File: src/rtl/seg7_pkg.sv
// Shared definitions for the 7-segment display bus: glyph table, blank pattern,
// scan-reader FSM states and the decoded-digit record.
package seg7_pkg;

  // Active-high {g,f,e,d,c,b,a}; index is the hex value the glyph represents.
  localparam logic [6:0] SEG_GLYPH [16] = '{
    7'h3F, 7'h06, 7'h5B, 7'h4F, 7'h66, 7'h6D, 7'h7D, 7'h07,
    7'h7F, 7'h6F, 7'h77, 7'h7C, 7'h39, 7'h5E, 7'h79, 7'h71
  };

  localparam logic [6:0] SEG_BLANK = 7'h00;

  typedef enum logic [1:0] {
    IDLE    = 2'd0,
    SETTLE  = 2'd1,
    CAPTURE = 2'd2,
    HOLD    = 2'd3
  } scan_state_e;

  typedef struct packed {
    logic [3:0] hex;
    logic       point;
    logic       blank;
    logic       err;
  } glyph_t;

endpackage

File: src/rtl/seg7_glyph_decode.sv
// Combinational inverse of the hex-to-segment decoder: active-low segment and
// point lines back to hex value, point, blank and illegal-glyph flags.
module seg7_glyph_decode
  import seg7_pkg::*;
(
  input  logic [6:0] seg_n,
  input  logic       p_n,
  output glyph_t     glyph
);

  logic [6:0] seg;
  logic       hit;

  assign seg = ~seg_n;

  always_comb begin
    glyph       = '0;
    hit         = 1'b0;
    glyph.point = ~p_n;
    if (seg == SEG_BLANK) begin
      // A lone point on a dark digit is not something the drivers emit.
      if (p_n) glyph.blank = 1'b1;
      else     glyph.err   = 1'b1;
    end else begin
      for (int i = 0; i < 16; i++) begin
        if (seg == SEG_GLYPH[i]) begin
          glyph.hex = 4'(i);
          hit       = 1'b1;
        end
      end
      if (!hit) glyph.err = 1'b1;
    end
  end

endmodule

File: src/rtl/seg7_scan_reader.sv
// Monitors a multiplexed active-low 7-segment bus, captures each digit once it
// has been stable, and publishes complete frames with a one-cycle strobe.
module seg7_scan_reader
  import seg7_pkg::*;
#(
  parameter int DIGITS        = 4,
  parameter int STABLE_CYCLES = 8
) (
  input  logic                  clk,
  input  logic                  rst_n,
  input  logic [DIGITS-1:0]     an_n,
  input  logic [6:0]            seg_n,
  input  logic                  p_n,
  output logic [4*DIGITS-1:0]   hex_out,
  output logic [DIGITS-1:0]     point_out,
  output logic [DIGITS-1:0]     blank_out,
  output logic [DIGITS-1:0]     err_out,
  output logic                  frame_valid
);

  localparam int CW = $clog2(STABLE_CYCLES + 1);
  localparam int IW = (DIGITS > 1) ? $clog2(DIGITS) : 1;
  localparam logic [CW-1:0] CNT_MAX = CW'(STABLE_CYCLES);

  function automatic logic one_hot_low(input logic [DIGITS-1:0] an);
    return $onehot(~an);
  endfunction

  function automatic logic [IW-1:0] low_index(input logic [DIGITS-1:0] an);
    logic [IW-1:0] idx;
    idx = '0;
    for (int i = 0; i < DIGITS; i++) begin
      if (!an[i]) idx = IW'(i);
    end
    return idx;
  endfunction

  function automatic logic [CW-1:0] sat_inc(input logic [CW-1:0] c);
    return (c == CNT_MAX) ? c : c + CW'(1);
  endfunction

  logic [DIGITS-1:0]   an_p0;
  logic [6:0]          seg_p0;
  logic                pn_p0;

  logic [DIGITS-1:0]   ref_an;
  logic [6:0]          ref_seg;
  logic                ref_pn;

  scan_state_e         state;
  logic [CW-1:0]       cnt;
  logic [DIGITS-1:0]   seen;

  logic [4*DIGITS-1:0] sh_hex;
  logic [DIGITS-1:0]   sh_point;
  logic [DIGITS-1:0]   sh_blank;
  logic [DIGITS-1:0]   sh_err;

  logic [4*DIGITS-1:0] hex_nxt;
  logic [DIGITS-1:0]   point_nxt;
  logic [DIGITS-1:0]   blank_nxt;
  logic [DIGITS-1:0]   err_nxt;
  logic [DIGITS-1:0]   seen_nxt;

  logic                sample_eq;
  logic [IW-1:0]       slot;
  glyph_t              glyph;

  // Decode always works from the stable reference, never the live sample.
  seg7_glyph_decode u_decode (
    .seg_n (ref_seg),
    .p_n   (ref_pn),
    .glyph (glyph)
  );

  assign sample_eq = (an_p0 == ref_an) && (seg_p0 == ref_seg) && (pn_p0 == ref_pn);
  assign slot      = low_index(ref_an);

  always_comb begin
    hex_nxt   = sh_hex;
    point_nxt = sh_point;
    blank_nxt = sh_blank;
    err_nxt   = sh_err;
    seen_nxt  = seen;
    hex_nxt[4*slot +: 4] = glyph.hex;
    point_nxt[slot]      = glyph.point;
    blank_nxt[slot]      = glyph.blank;
    err_nxt[slot]        = glyph.err;
    seen_nxt[slot]       = 1'b1;
  end

  always_ff @(posedge clk) begin
    if (!rst_n) begin
      an_p0       <= '1;
      seg_p0      <= '1;
      pn_p0       <= 1'b1;
      ref_an      <= '1;
      ref_seg     <= '1;
      ref_pn      <= 1'b1;
      state       <= IDLE;
      cnt         <= '0;
      seen        <= '0;
      sh_hex      <= '0;
      sh_point    <= '0;
      sh_blank    <= '0;
      sh_err      <= '0;
      hex_out     <= '0;
      point_out   <= '0;
      blank_out   <= '0;
      err_out     <= '0;
      frame_valid <= 1'b0;
    end else begin
      // p0: input sampling stage
      an_p0       <= an_n;
      seg_p0      <= seg_n;
      pn_p0       <= p_n;
      frame_valid <= 1'b0;

      unique case (state)
        IDLE: begin
          if (one_hot_low(an_p0)) begin
            ref_an  <= an_p0;
            ref_seg <= seg_p0;
            ref_pn  <= pn_p0;
            cnt     <= CW'(1);
            state   <= SETTLE;
          end
        end

        SETTLE: begin
          if (sample_eq) begin
            cnt <= sat_inc(cnt);
            if (sat_inc(cnt) == CNT_MAX) state <= CAPTURE;
          end else if (one_hot_low(an_p0)) begin
            ref_an  <= an_p0;
            ref_seg <= seg_p0;
            ref_pn  <= pn_p0;
            cnt     <= CW'(1);
          end else begin
            cnt   <= '0;
            state <= IDLE;
          end
        end

        CAPTURE: begin
          sh_hex   <= hex_nxt;
          sh_point <= point_nxt;
          sh_blank <= blank_nxt;
          sh_err   <= err_nxt;
          if (&seen_nxt) begin
            hex_out     <= hex_nxt;
            point_out   <= point_nxt;
            blank_out   <= blank_nxt;
            err_out     <= err_nxt;
            frame_valid <= 1'b1;
            seen        <= '0;
          end else begin
            seen <= seen_nxt;
          end
          cnt   <= '0;
          state <= HOLD;
        end

        HOLD: begin
          if (!sample_eq) state <= IDLE;
        end

        default: state <= IDLE;
      endcase
    end
  end

endmodule

File: config.mk
export PLATFORM = sky130hd
export DESIGN_NAME = seg7_scan_reader
export DESIGN_NICKNAME = d
export VERILOG_FILES = /design/src/rtl/seg7_pkg.sv /design/src/rtl/seg7_glyph_decode.sv /design/src/rtl/seg7_scan_reader.sv
export SDC_FILE = /design/constraint.sdc
export NUM_CORES = 1
export LEC_CHECK = 0
export CAP_MARGIN = 0
export CORE_MARGIN = 2
export CORE_UTILIZATION = 50
export DETAILED_ROUTE_END_ITERATION = 8
export PLACE_DENSITY = 0.69
export SKIP_CTS_REPAIR_TIMING = 1
export SLEW_MARGIN = 10
export SYNTH_ARGS = -nofsm -noshare
export SYNTH_HDL_FRONTEND = slang
export SYNTH_SLANG_ARGS = --single-unit
File: constraint.sdc
create_clock -name clk -period 3.9 [get_ports clk]
set_clock_uncertainty 0.1 [all_clocks]
set_input_delay 0.975 -clock clk [delete_from_list [all_inputs] [get_ports clk]]
set_output_delay 0.975 -clock clk [all_outputs]
set_load 0.005 [all_outputs]
==> results by group <==
Placed design
  – Port Buffers: 42
  – RD Place Congestion: 0.832
  – Placed cell area: 4610 sq um
  – Dpl cells: 580
  – Dpl hpwl: 6230 microns
  – Place WS: 0.872 ns

Pwr
  – Worst vdd ir: 245 uV
  – Leakage power: 1.86 nW
  – Power density cells: 416 nW/um^2
  – Overall Power: 1.99 mW

Routing
  – Remaining DRCs: 0
  – Drt total wl: 8950 microns
  – Avg WL per Cell: 15.0 microns
  – Number of vias in the routed layout: 3368
  – DRT Pass-1 Iters: 4
  – Final ANT Viol Nets: 0
  – Initial DRC Count: 220
  – Vias/cell: 5.66

Min path
  – Worst Hold Class: flip-flop to flip-flop

Logic synthesis
  – Main synth FF type: dfxtp_1
  – Mapped cell area: 4210 sq um
  – Commonest cells in the netlist: dfxtp_1, nand2_1, nor2_1
  – Synthesized instance count: 466
  – YS warnings: 0
  – Synth Net Count: 491
  – Sequential area share after synthesis: 0.433
  – Top cells by area, synth: dfxtp_1, nand2_1, nor2_1
  – Cell variety after synth: 63
  – #FFs+latches synth: 91
  – Share of flip-flops with an asynchronous set or reset: 0
  – Syn_area_per_cell: 9.02 sq um
  – Largest area contributor in the netlist: dfxtp_1
  – Count leader, synth: dfxtp_1
  – Area share of the largest cell type after synthesis: 0.433
  – EDFF count, synth: 0

Clock tree
  – Clock root buffer: clkbuf_8
  – Clk_lat worst skew: 0.36 ns
  – Clk slew on worst S/H paths: 0.09 ns
  – Maximum root-to-sink buffer count: 2
  – H-tree levels: 3
  – Inserted Clock Buffers: 9
  – CTS tree: done
  – CTS sink count: 91

Setup path
  – Crit. End Element: flip-flop
  – Worst path most repeated cell: ha_1
  – CP Buf/Inv Count: 1
  – Max incr delay on CP: 0.53 ns
  – Startpoint types: flip-flop
  – Slowest CP cell: fa_1
  – Worst-path cell chain: fa_1 > inv_1 > ha_1 > ha_1 > nor3b_1 > nor2b_1 > or2_2 > nor3_1 > nand2_1 > a31oi_1
  – Crit Path Class: flip-flop to flip-flop
  – Critical Path RT: 4.08 ns
  – CP max FO: 6
  – Worst path arrival time: 3.07 ns
  – Family with the most delay on the worst path: simple AND/OR/NAND/NOR gates

Cells and area
  – Final non-filler cell total: 595
  – Final Core Density: 0.585
  – Design area: 4780 sq um
  – Antenna cells: 0
  – Filler cell count: 738
  – P&R area growth vs syn: 13.7%
  – Final nets: 511
  – Share of layout cells above drive strength 1: 0.0939

Timing
  – RSZ-0062 raised after global routing: false
  – Worst-Margin Slew: 0.780 ns
  – Final Hold Vio Count: 0
  – Minimum clock period after layout: 2.89 ns
  – Setup_tns: 0 ns
  – Worst slew margin: 0.479
  – Final setup margin: 1.01 ns
  – Final setup viols: 0
  – Fmax: 346 MHz
  – Period utilization: 0.741
  – Fin. max-slew vios: 0
  – Hold Worst Slack: 0.377 ns

Global routing
  – Largest net degree at the start of global routing: 43
  – Initial antenna violation count: 0
  – Total GRT Usage: 0.206
  – Grt ovf: 0
  – First-pass GRT wire length: 14700 microns
  – Vias in the first global route: 3101

Floorplanning
  – Initial core utilization: 0.514
  – I/O Pins: 43
  – Row count: 33
  – Die Footprint: 9160 sq um
  – Die Span Y: 95.7 microns
  – Core box area: 8180 sq um
  – Width of the die: 95.7 microns

Job
  – # Max-Cap Violations: 0

Status
  – Status: finished, final reports clean
-- report_power, final --
group / total [mW] / switching, mW / internal (mW)
registers: 1.02 / 0.0636 / 0.959
clock network: 0.576 / 0.327 / 0.249
logic: 0.390 / 0.240 / 0.150
-- state kept, by name, indices dropped and copies added (netlist names), 4 cells and up, named ones only --
signal	count
blank_out	4
sh_err	4
sh_hex	16
ref_seg	7
cnt	4
hex_out	16
seen	4
err_out	4
seg_p0	7
point_out	4
an_p0	4
ref_an	4
sh_blank	4
sh_point	4
-- path summary, 6_finish.rpt --
| path | cells past startpoint | from | endpoint | slack (ns) |
|---|---|---|---|---|
| setup / recovery | 10 | an_p0[0] | cnt[3] | 1.01 |
| hold / removal | 1 | seen[0] | seen[0] | 0.38 |
| setup reg to reg | 10 | an_p0[0] | cnt[3] | 1.01 |
| hold reg to reg | 1 | seen[0] | seen[0] | 0.38 |
-- cell type report --
type	instances	area, sq um	area share
clock buffers	10	138	0.0288
well taps	105	131	0.0275
flip-flops and latches	91	1820	0.381
repair buffers	47	458	0.0958
clock inverters	5	36.3	0.00759
inverters	11	41.3	0.00863
multi-input cells	326	2160	0.451
-- cell families after synthesis --
kind of cell | count (synthesis) | share of synthesized area
simple gates | 165 | 0.201
compound gates | 120 | 0.209
flops | 91 | 0.433
buf+inv | 49 | 0.0547
xor+xnor | 15 | 0.0312
mux | 15 | 0.0360
fa+ha+maj | 11 | 0.0345
-- layout by cell type, fill, tap and decap left out, types with 2 or more instances in the layout --
master and n:
or4_1 2, and2_1 5, clkinv_2 2, dfxtp_1 91, nand4_1 6, clkdlybuf4s50_1 42
buf_4 5, or3b_1 2, a22o_2 3, clkbuf_8 10, a22o_1 17, inv_6 2
nor3_1 6, nand2_1 45, o21ai_0 26, o21a_1 4, a21oi_1 22, ha_1 10
nor2b_1 5, nand2b_1 16, a21o_1 3, a31o_2 9, a211oi_1 12, o211a_1 3
a32o_1 5, and3b_1 2, inv_1 10, mux2i_1 14, xnor2_1 15, a32oi_1 4
nand3_1 14, and3_1 6, nor2_1 41
-- metal layers --
metal / part of all wire / routed length [microns] / GRT usage
met1: 0.46 / 4120 / 0.263
met2: 0.48 / 4260 / 0.346
met3: 0.052 / 464 / 0.0517
met4: 0.012 / 106 / 0.0571
met5: 0 / 0 / 0
Power figures use the tool's default switching activity.
